**config.mk**
```make
export PLATFORM = sky130hd
export DESIGN_NAME = dcache_mem
export DESIGN_NICKNAME = d
export VERILOG_FILES = /design/src/rtl/dcache_mem.sv
export SDC_FILE = /design/constraint.sdc
export NUM_CORES = 1
export LEC_CHECK = 0
export CAP_MARGIN = 20
export CORE_ASPECT_RATIO = 0.9
export CORE_MARGIN = 3
export CORE_UTILIZATION = 25
export CTS_BUF_LIST = sky130_fd_sc_hd__clkbuf_8
export DETAILED_ROUTE_END_ITERATION = 12
export GPL_ROUTABILITY_DRIVEN = 0
export GPL_TIMING_DRIVEN = 0
export HOLD_SLACK_MARGIN = 0.06
export SYNTH_ARGS = -nofsm -noshare
export SYNTH_HDL_FRONTEND = slang
export SYNTH_SLANG_ARGS = --single-unit
```
**constraint.sdc**
```tcl
create_clock -name clk -period 2.9 [get_ports clk]
set_input_delay 0.87 -clock clk [delete_from_list [all_inputs] [get_ports clk]]
set_output_delay 0.87 -clock clk [all_outputs]
set_load 0.01 [all_outputs]
```
**src/rtl/dcache_mem.sv**
```systemverilog
// Memory-side line engine for the data cache: captures a dirty victim line and writes it to
// external nibble memory, then fetches the missing line and bursts it into the cache.
module dcache_mem #(
    parameter int LINE_LENGTH = 4,
    parameter int PA          = 22
) (
    input  logic                                clk,
    input  logic                                reset,
    input  logic                                req,
    input  logic                                pull,
    input  logic                                push,
    input  logic [PA-$clog2(LINE_LENGTH)-1:0]   wb_tag,
    input  logic [PA-$clog2(LINE_LENGTH)-1:0]   fill_tag,
    output logic                                rstrobe_d,
    input  logic [3:0]                          dwrite,
    output logic                                wstrobe_d,
    output logic [3:0]                          dread,
    output logic                                busy,
    output logic                                done,
    output logic                                mem_cs,
    output logic                                mem_oe,
    output logic [3:0]                          mem_dout,
    input  logic [3:0]                          mem_din,
    input  logic                                mem_rdy
);

    localparam int LOG_LL = $clog2(LINE_LENGTH);
    localparam int TW     = PA - LOG_LL;
    localparam int NN     = 2 * LINE_LENGTH;
    localparam int NA     = (PA + 3) / 4;
    localparam int AW     = 4 * NA;
    localparam int CW     = $clog2((NN > NA) ? NN : NA);
    localparam int BW     = $clog2(NN);
    localparam logic [CW-1:0] NN_LAST = CW'(NN - 1);
    localparam logic [CW-1:0] NA_LAST = CW'(NA - 1);
    localparam logic [3:0]    CMD_WRITE = 4'h2;
    localparam logic [3:0]    CMD_READ  = 4'h3;

    typedef enum logic [3:0] {
        S_IDLE,
        S_WB_CAP,
        S_WB_CMD,
        S_WB_ADDR,
        S_WB_DATA,
        S_CS_GAP,
        S_FILL_CMD,
        S_FILL_ADDR,
        S_FILL_DATA,
        S_FILL_GAP,
        S_FILL_BURST,
        S_DONE
    } state_t;

    state_t          state_reg, state_next;
    logic [CW-1:0]   cnt_reg, cnt_next;
    logic [TW-1:0]   wb_tag_reg, fill_tag_reg;

    logic [3:0]      line_buf [NN];
    logic [3:0]      rd_data_reg;
    logic            buf_we;
    logic [BW-1:0]   buf_waddr;
    logic [3:0]      buf_wdata;

    logic [AW-1:0]   wb_addr, fill_addr;
    logic [3:0]      wb_nib   [NA];
    logic [3:0]      fill_nib [NA];

    assign wb_addr   = AW'({wb_tag_reg,   {LOG_LL{1'b0}}});
    assign fill_addr = AW'({fill_tag_reg, {LOG_LL{1'b0}}});

    // Address nibbles are sent most significant first.
    genvar gi;
    generate
        for (gi = 0; gi < NA; gi++) begin : g_addr_nib
            assign wb_nib[gi]   = wb_addr[4*(NA-1-gi) +: 4];
            assign fill_nib[gi] = fill_addr[4*(NA-1-gi) +: 4];
        end
    endgenerate

    always_ff @(posedge clk) begin
        if (reset) begin
            state_reg    <= S_IDLE;
            cnt_reg      <= '0;
            wb_tag_reg   <= '0;
            fill_tag_reg <= '0;
        end else begin
            state_reg <= state_next;
            cnt_reg   <= cnt_next;
            if (state_reg == S_IDLE && req && pull) begin
                wb_tag_reg   <= wb_tag;
                fill_tag_reg <= fill_tag;
            end
        end
    end

    // Read address is the next cycle's counter, so the registered read lines up with
    // the nibble the following state presents.
    always_ff @(posedge clk) begin
        if (buf_we) begin
            line_buf[buf_waddr] <= buf_wdata;
        end
        rd_data_reg <= line_buf[cnt_next[BW-1:0]];
    end

    always_comb begin
        state_next = state_reg;
        cnt_next   = cnt_reg;
        buf_we     = 1'b0;
        buf_waddr  = cnt_reg[BW-1:0];
        buf_wdata  = dwrite;
        rstrobe_d  = 1'b0;
        wstrobe_d  = 1'b0;
        dread      = 4'h0;
        busy       = (state_reg != S_IDLE);
        done       = 1'b0;
        mem_cs     = 1'b0;
        mem_oe     = 1'b0;
        mem_dout   = 4'h0;

        case (state_reg)
            S_IDLE: begin
                if (req && pull) begin
                    state_next = push ? S_WB_CAP : S_FILL_CMD;
                    cnt_next   = '0;
                end
            end
            S_WB_CAP: begin
                rstrobe_d = 1'b1;
                buf_we    = 1'b1;
                if (cnt_reg == NN_LAST) begin
                    state_next = S_WB_CMD;
                    cnt_next   = '0;
                end else begin
                    cnt_next = cnt_reg + CW'(1);
                end
            end
            S_WB_CMD: begin
                mem_cs   = 1'b1;
                mem_oe   = 1'b1;
                mem_dout = CMD_WRITE;
                if (mem_rdy) begin
                    state_next = S_WB_ADDR;
                    cnt_next   = '0;
                end
            end
            S_WB_ADDR: begin
                mem_cs   = 1'b1;
                mem_oe   = 1'b1;
                mem_dout = wb_nib[cnt_reg];
                if (mem_rdy) begin
                    if (cnt_reg == NA_LAST) begin
                        state_next = S_WB_DATA;
                        cnt_next   = '0;
                    end else begin
                        cnt_next = cnt_reg + CW'(1);
                    end
                end
            end
            S_WB_DATA: begin
                mem_cs   = 1'b1;
                mem_oe   = 1'b1;
                mem_dout = rd_data_reg;
                if (mem_rdy) begin
                    if (cnt_reg == NN_LAST) begin
                        state_next = S_CS_GAP;
                        cnt_next   = '0;
                    end else begin
                        cnt_next = cnt_reg + CW'(1);
                    end
                end
            end
            S_CS_GAP: begin
                state_next = S_FILL_CMD;
                cnt_next   = '0;
            end
            S_FILL_CMD: begin
                mem_cs   = 1'b1;
                mem_oe   = 1'b1;
                mem_dout = CMD_READ;
                if (mem_rdy) begin
                    state_next = S_FILL_ADDR;
                    cnt_next   = '0;
                end
            end
            S_FILL_ADDR: begin
                mem_cs   = 1'b1;
                mem_oe   = 1'b1;
                mem_dout = fill_nib[cnt_reg];
                if (mem_rdy) begin
                    if (cnt_reg == NA_LAST) begin
                        state_next = S_FILL_DATA;
                        cnt_next   = '0;
                    end else begin
                        cnt_next = cnt_reg + CW'(1);
                    end
                end
            end
            S_FILL_DATA: begin
                mem_cs    = 1'b1;
                buf_wdata = mem_din;
                if (mem_rdy) begin
                    buf_we = 1'b1;
                    if (cnt_reg == NN_LAST) begin
                        state_next = S_FILL_GAP;
                        cnt_next   = '0;
                    end else begin
                        cnt_next = cnt_reg + CW'(1);
                    end
                end
            end
            S_FILL_GAP: begin
                state_next = S_FILL_BURST;
                cnt_next   = '0;
            end
            S_FILL_BURST: begin
                wstrobe_d = 1'b1;
                dread     = rd_data_reg;
                if (cnt_reg == NN_LAST) begin
                    state_next = S_DONE;
                    cnt_next   = '0;
                end else begin
                    cnt_next = cnt_reg + CW'(1);
                end
            end
            S_DONE: begin
                done       = 1'b1;
                state_next = S_IDLE;
                cnt_next   = '0;
            end
            default: begin
                state_next = S_IDLE;
                cnt_next   = '0;
            end
        endcase
    end

endmodule

```
Yosys cells after proc, flatten, opt, wreduce, memory -nomap -nowiden
Memories as Yosys holds them, arrays and structs flattened. A register that Yosys moved wholly into a read port is not among the register bits.
Cells that the tools add are included.
{"block": "totals", "elab_cells": 86, "inputBits": 54, "mem_count": 1, "ff_bits": 47, "output_inout_bits": 14, "ram_bits": 32}
{"block": "op_classes", "n_bitwise": 1, "add_sub_neg": 1, "n_mux": 40, "n_reduce_logical": 12, "n_eq_ne": 26, "order_cmp": 1}
{"name": "line_buf", "words": 8, "width": 4, "read_ports": 1, "rd_clocked_by_memory_dff": 1, "write_ports": 1, "line_no": "58", "source": "logic [3:0] line_buf [NN];"}
{"operator": "$mux 4", "count": 19}
{"operator": "$pmux 4 s11", "count": 1}
{"operator": "$bmux 4 s3", "count": 2}
{"operator": "$ne 2x2->1 const B", "count": 12}
{"operator": "$mux 3", "count": 7}
{"operator": "$pmux 4 s5", "count": 1}
{"operator": "$eq 4x3->1 const B", "count": 4}
{"operator": "$eq 4x4->1 const B", "count": 4}
{"operator": "$pmux 3 s5", "count": 1}
{"operator": "$reduce_and 13->1", "count": 1}
{"operator": "$eq 4x2->1 const B", "count": 2}
{"operator": "$mux 1", "count": 8}
{"operator": "$reduce_or 2->1", "count": 4}
{"operator": "$eq 3x3->1 const B", "count": 2}
{"operator": "$reduce_or 6->1", "count": 1}
{"operator": "$reduce_or 5->1", "count": 1}
{"operator": "$eq 4x1->1 const B", "count": 1}
{"operator": "$ge 4x4->1 const B", "count": 1}
{"operator": "$logic_not 4->1", "count": 1}
{"operator": "$not 3->4", "count": 1}
{"operator": "$reduce_bool 4->1", "count": 1}
{"operator": "$add 3x1->3 const B", "count": 1}
{"operator": "$logic_and 1x1->1", "count": 3}
{"operator": "$ne 2x1->1 const B", "count": 1}
{"operator": "$pmux 1 s2", "count": 1}

Depth between registers and ports, before layout
{"block": "depth", "ltp_word": 5, "depth_mapped": 10, "ltp_nobuf": 8}

Least setup slack after synthesis
OpenSTA, ideal clock, no wires.
{"block": "synth_timing", "path_kind": "register -> output", "startpoint": "register cnt_reg[0] (netlist: buf_waddr[0])", "endpoint": "output mem_dout[2]", "t_arrival_ns": 1.746, "stages_incl_launch_ff": 7, "slack_ns": 0.284, "path_buffers": 2, "required_ns": 2.030, "cell_sequence": "dfxtp_1 -> clkbuf_1 -> clkbuf_1 -> mux2i_1 -> o221ai_1 -> nand3_1 -> a21oi_1"}
{"block": "synth_via", "elab_chain_len": 5, "elab_cells_between_ends": 8, "cone_classes": "mux (7); bitwise (1)"}
{"element": "start, declared", "line_no": "55", "source": "logic [CW-1:0] cnt_reg, cnt_next;"}
{"element": "start signal, assigned", "line_no": "88", "source": "cnt_reg <= cnt_next;"}
{"element": "$not 3->4 (implied by the code) (*)", "line_no": "149, 188"}
{"element": "$bmux 4 s3, on equally long branches", "line_no": "188, 149"}
{"element": "$mux 4, on equally long branches (2 in series)", "line_no": "188, 149"}
{"element": "$pmux 4 s5 (*)", "line_no": "120", "source": "case (state_reg)"}
{"element": "end, declared", "line_no": "22", "source": "output logic [3:0] mem_dout,"}
Mark *: on every way between the ends. The rest lies on a longest branch, timed or not. The select of a mux whose other input is x is not followed.

Worst setup path after layout
{"block": "layout_timing", "startpoint": "register cnt_reg[0] (netlist: buf_waddr[0])", "endpoint": "output mem_dout[0]"}
The elaborated chain is that of the path after synthesis.

==> impl_metrics.toml <==
[setup_path]
rrSetupSlack_ns = 0.26
start_kind = "flip-flop"
required_ns = 2.03
critPathCaptureType = "output port"
path_class = "reg -> out"
cp_max_fo = 5
cp.arrival_ns = 2.09

[synthesis]
synth_nets = 500
syn_area_sq_um = 4060
synth_cell_types = 57
seq_area_frac_synth_pct = 48.8
ys_warn_count = 0
synth_flop_cell = "dfxtp_1"
ys_async_sr_fraction_pct = 0
syn_inst = 443
synth_enable_flop_cells = 32
synth_top_area_share_pct = 25.1
avgSynthCellArea_sq_um = 9.17
yosysTopAreaCell = "dfxtp_1"
synth_area_leaders = "dfxtp_1, edfxtp_1, nand2_1, a21oi_1, nand3b_1"
synth-seq-cells = 83

[finish]
seqCellArea_sq_um = 2000
multi_input_area_sq_um = 2010
nFillCells = 1563
largest_reg_flops = 32
area_growth_pct = 32.3
drive_gt1_share_pct = 15.0
finalNetCount = 577
antenna_cells = 0

[sta]
drv_slew = 0
fin_worst_skew_ns = 0.0208
fin_crit_sh_pct = 102
fmax_ghz = 0.338
final.setup.tns_ns = -0.0811
final_hold_viol_count = 0
period_needed_ns = 2.96
worst_pin_slew_ns = 0.738
setup_viol = 2
rsz0062_at_grt = "yes"
relSlewSlack_pct = 50.1
layout_setup_ws_ns = -0.0622

[status]
status = "complete, but fails checks"
failed_checks = "negative setup slack"

[pwr]
power_mw = 4.17
p_leak_nw = 1.86
vdd_drop_max_mv = 0.457
power_density_nw_per_um2 = 777

[grt]
grt_pass1_wl_um = 18700
grt_max_degree = 16
grt_usage_pct = 13.1
grt_pass1_vias = 3599
overflow = 0
grt_antenna_before_repair = 0

[clock_network]
clkLatencyLatePin_ns = 0.36
numCtsBuffers = 9
cts_root_buffer = "clkbuf_8"
clock_path_buffers = 2
cts_tree = "yes"
clkSinkCount = 83
cts-htree-levels = 3
clk_pin_slew_ns = 0.09
hold_buffers = 0

[route]
dr.pass1.iters = 5
post_drt_wl_per_cell_um = 15.9
drcViolationCount = 0
first_iter_violations = 204
wl_um = 11500
vias_per_cell = 4.93
ant_nets = 0
vias = 3585

[floorplanning]
die_h_um = 127
die_w_um = 140
fp-row-count = 43
io_pins = 68
dieArea_sq_um = 17800
start_util_pct = 25.9
core_region_area_sq_um = 15700

[placement]
pre_cts_slack_ns = -0.907
dpl.hpwl_um = 8800
io_buffer_count = 65

[min_path]
hp-class = "reg -> reg"

[run]
maxCapViolCount = 0
==> metrics by stage <==
stage / util, % / hold slack [ns] / area, sq um / cells
final: 34.3 / 0.461 / 5370 / 727
after global routing: 34.3 / 0.484 / 5370 / 727
after CTS: 34.0 / 0.462 / 5320 / 727
after global placement: 31.7 / 0.448 / 4960 / 710
after floorplan: - / 0.432 / 4060 / 443
after detailed placement: 31.7 / 0.447 / 4960 / 710
==> worst max-delay path, stage by stage (launching register included) <==
cell,delay [ns]
dfxtp_4,0.42
mux4_2,0.53
nor2b_4,0.15
a41oi_4,0.21
o32ai_2,0.11
nor2b_1,0.14
buf_2,0.16
==> worst paths after layout <==
| path | startpoint | end | depth (start not counted) |
|---|---|---|---|
| worst max-delay path | buf_waddr[0] | mem_dout[0] | 6 |
| worst min-delay path | wb_tag_reg[12] | wb_tag_reg[12] | 2 |
| worst min register to register | wb_tag_reg[12] | wb_tag_reg[12] | 2 |
| worst max register to register | buf_waddr[0] | rd_data_reg[0] | 11 |
==> layout make-up <==
type                       count  share of cell area, %
clock inverter                 6                   1.30
inverter                       5                  0.349
sequential                    83                   37.2
clock buffer                  10                   2.56
tap                          202                   4.71
timing repair buffer          67                   12.0
multi-input combinational    320                   37.5
buffer                        34                   4.43
==> cells in the mapped netlist, types with 2 or more instances <==
| cell type | count |
|---|---|
| a2111oi_0 | 4 |
| a211oi_1 | 13 |
| a21boi_0 | 7 |
| a21o_1 | 13 |
| a21oi_1 | 51 |
| a221oi_1 | 2 |
| a22oi_1 | 4 |
| a2bb2oi_2 | 2 |
| a31oi_1 | 2 |
| a32oi_1 | 2 |
| and2_1 | 7 |
| and3_1 | 2 |
| buf_1 | 3 |
| buf_2 | 6 |
| buf_6 | 2 |
| clkbuf_1 | 22 |
| dfxtp_1 | 51 |
| edfxtp_1 | 32 |
| ha_1 | 3 |
| inv_1 | 5 |
| mux2_2 | 4 |
| mux2i_1 | 8 |
| nand2_1 | 101 |
| nand2b_1 | 2 |
| nand3_1 | 5 |
| nand3b_1 | 14 |
| nor2_1 | 20 |
| nor2b_1 | 7 |
| nor3_1 | 4 |
| nor4_1 | 5 |
| o211ai_1 | 4 |
| o21ai_0 | 4 |
| o221ai_1 | 3 |
| o22ai_1 | 3 |
| or2_2 | 4 |
==> timing repair <==
item                                    CTS  global route
endpoints found under the setup margin   13            10
buffers inserted                          2             0
gates resized for setup                  67            12
pin swaps                                 6             4
==> logic make-up (layout without fill, tap and decap cells) <==
logic type	count (synthesis)	in the layout	synth area share, %
muxes	13	13	3.64
DFF	83	83	48.8
buffers and inverters	40	122	4.56
adders and majority gates	3	3	0.924
and+or+nand+nor	178	178	20.6
AOI/OAI and AO/OA	126	126	21.5
==> routing by layer <==
metal,up-vias,wire [um],track usage (%)
li1,1750,-,-
met1,1715,5550,18.1
met2,109,5110,20.0
met3,11,742,4.26
met4,0,113,2.79
met5,-,0,0
==> report_power, final <==
group          switching [mW]  internal (mW)  total, mW
Clock                   0.440          0.429      0.870
Combinational            1.04          0.780       1.82
Sequential              0.120           1.37       1.48
==> cells in the final DEF (no fill, tap or decap), types with 3 or more instances in the layout <==
cell | synthesis | layout
mux2i_1 | 8 | 5
buf_6 | 2 | 4
dfxtp_1 | 51 | 46
inv_1 | 5 | 5
clkdlybuf4s50_1 | 0 | 57
o21ai_0 | 4 | 4
a21boi_0 | 7 | 6
a21o_1 | 13 | 13
and2_1 | 7 | 6
dfxtp_4 | 0 | 3
nor3_1 | 4 | 4
a211oi_1 | 13 | 13
nand3_1 | 5 | 5
edfxtp_1 | 32 | 32
nor2b_1 | 7 | 5
buf_4 | 0 | 6
o211ai_1 | 4 | 4
nor4_1 | 5 | 4
or2_2 | 4 | 4
mux2_2 | 4 | 4
clkbuf_8 | 0 | 12
clkbuf_1 | 22 | 14
a2111oi_0 | 4 | 4
a2bb2oi_2 | 2 | 3
a21oi_1 | 51 | 50
ha_1 | 3 | 3
buf_2 | 6 | 9
a22oi_1 | 4 | 4
dlygate4sd2_1 | 0 | 3
nand2_1 | 101 | 101
nand3b_1 | 14 | 14
nor2_1 | 20 | 19
Power figures use the tool's default switching activity.
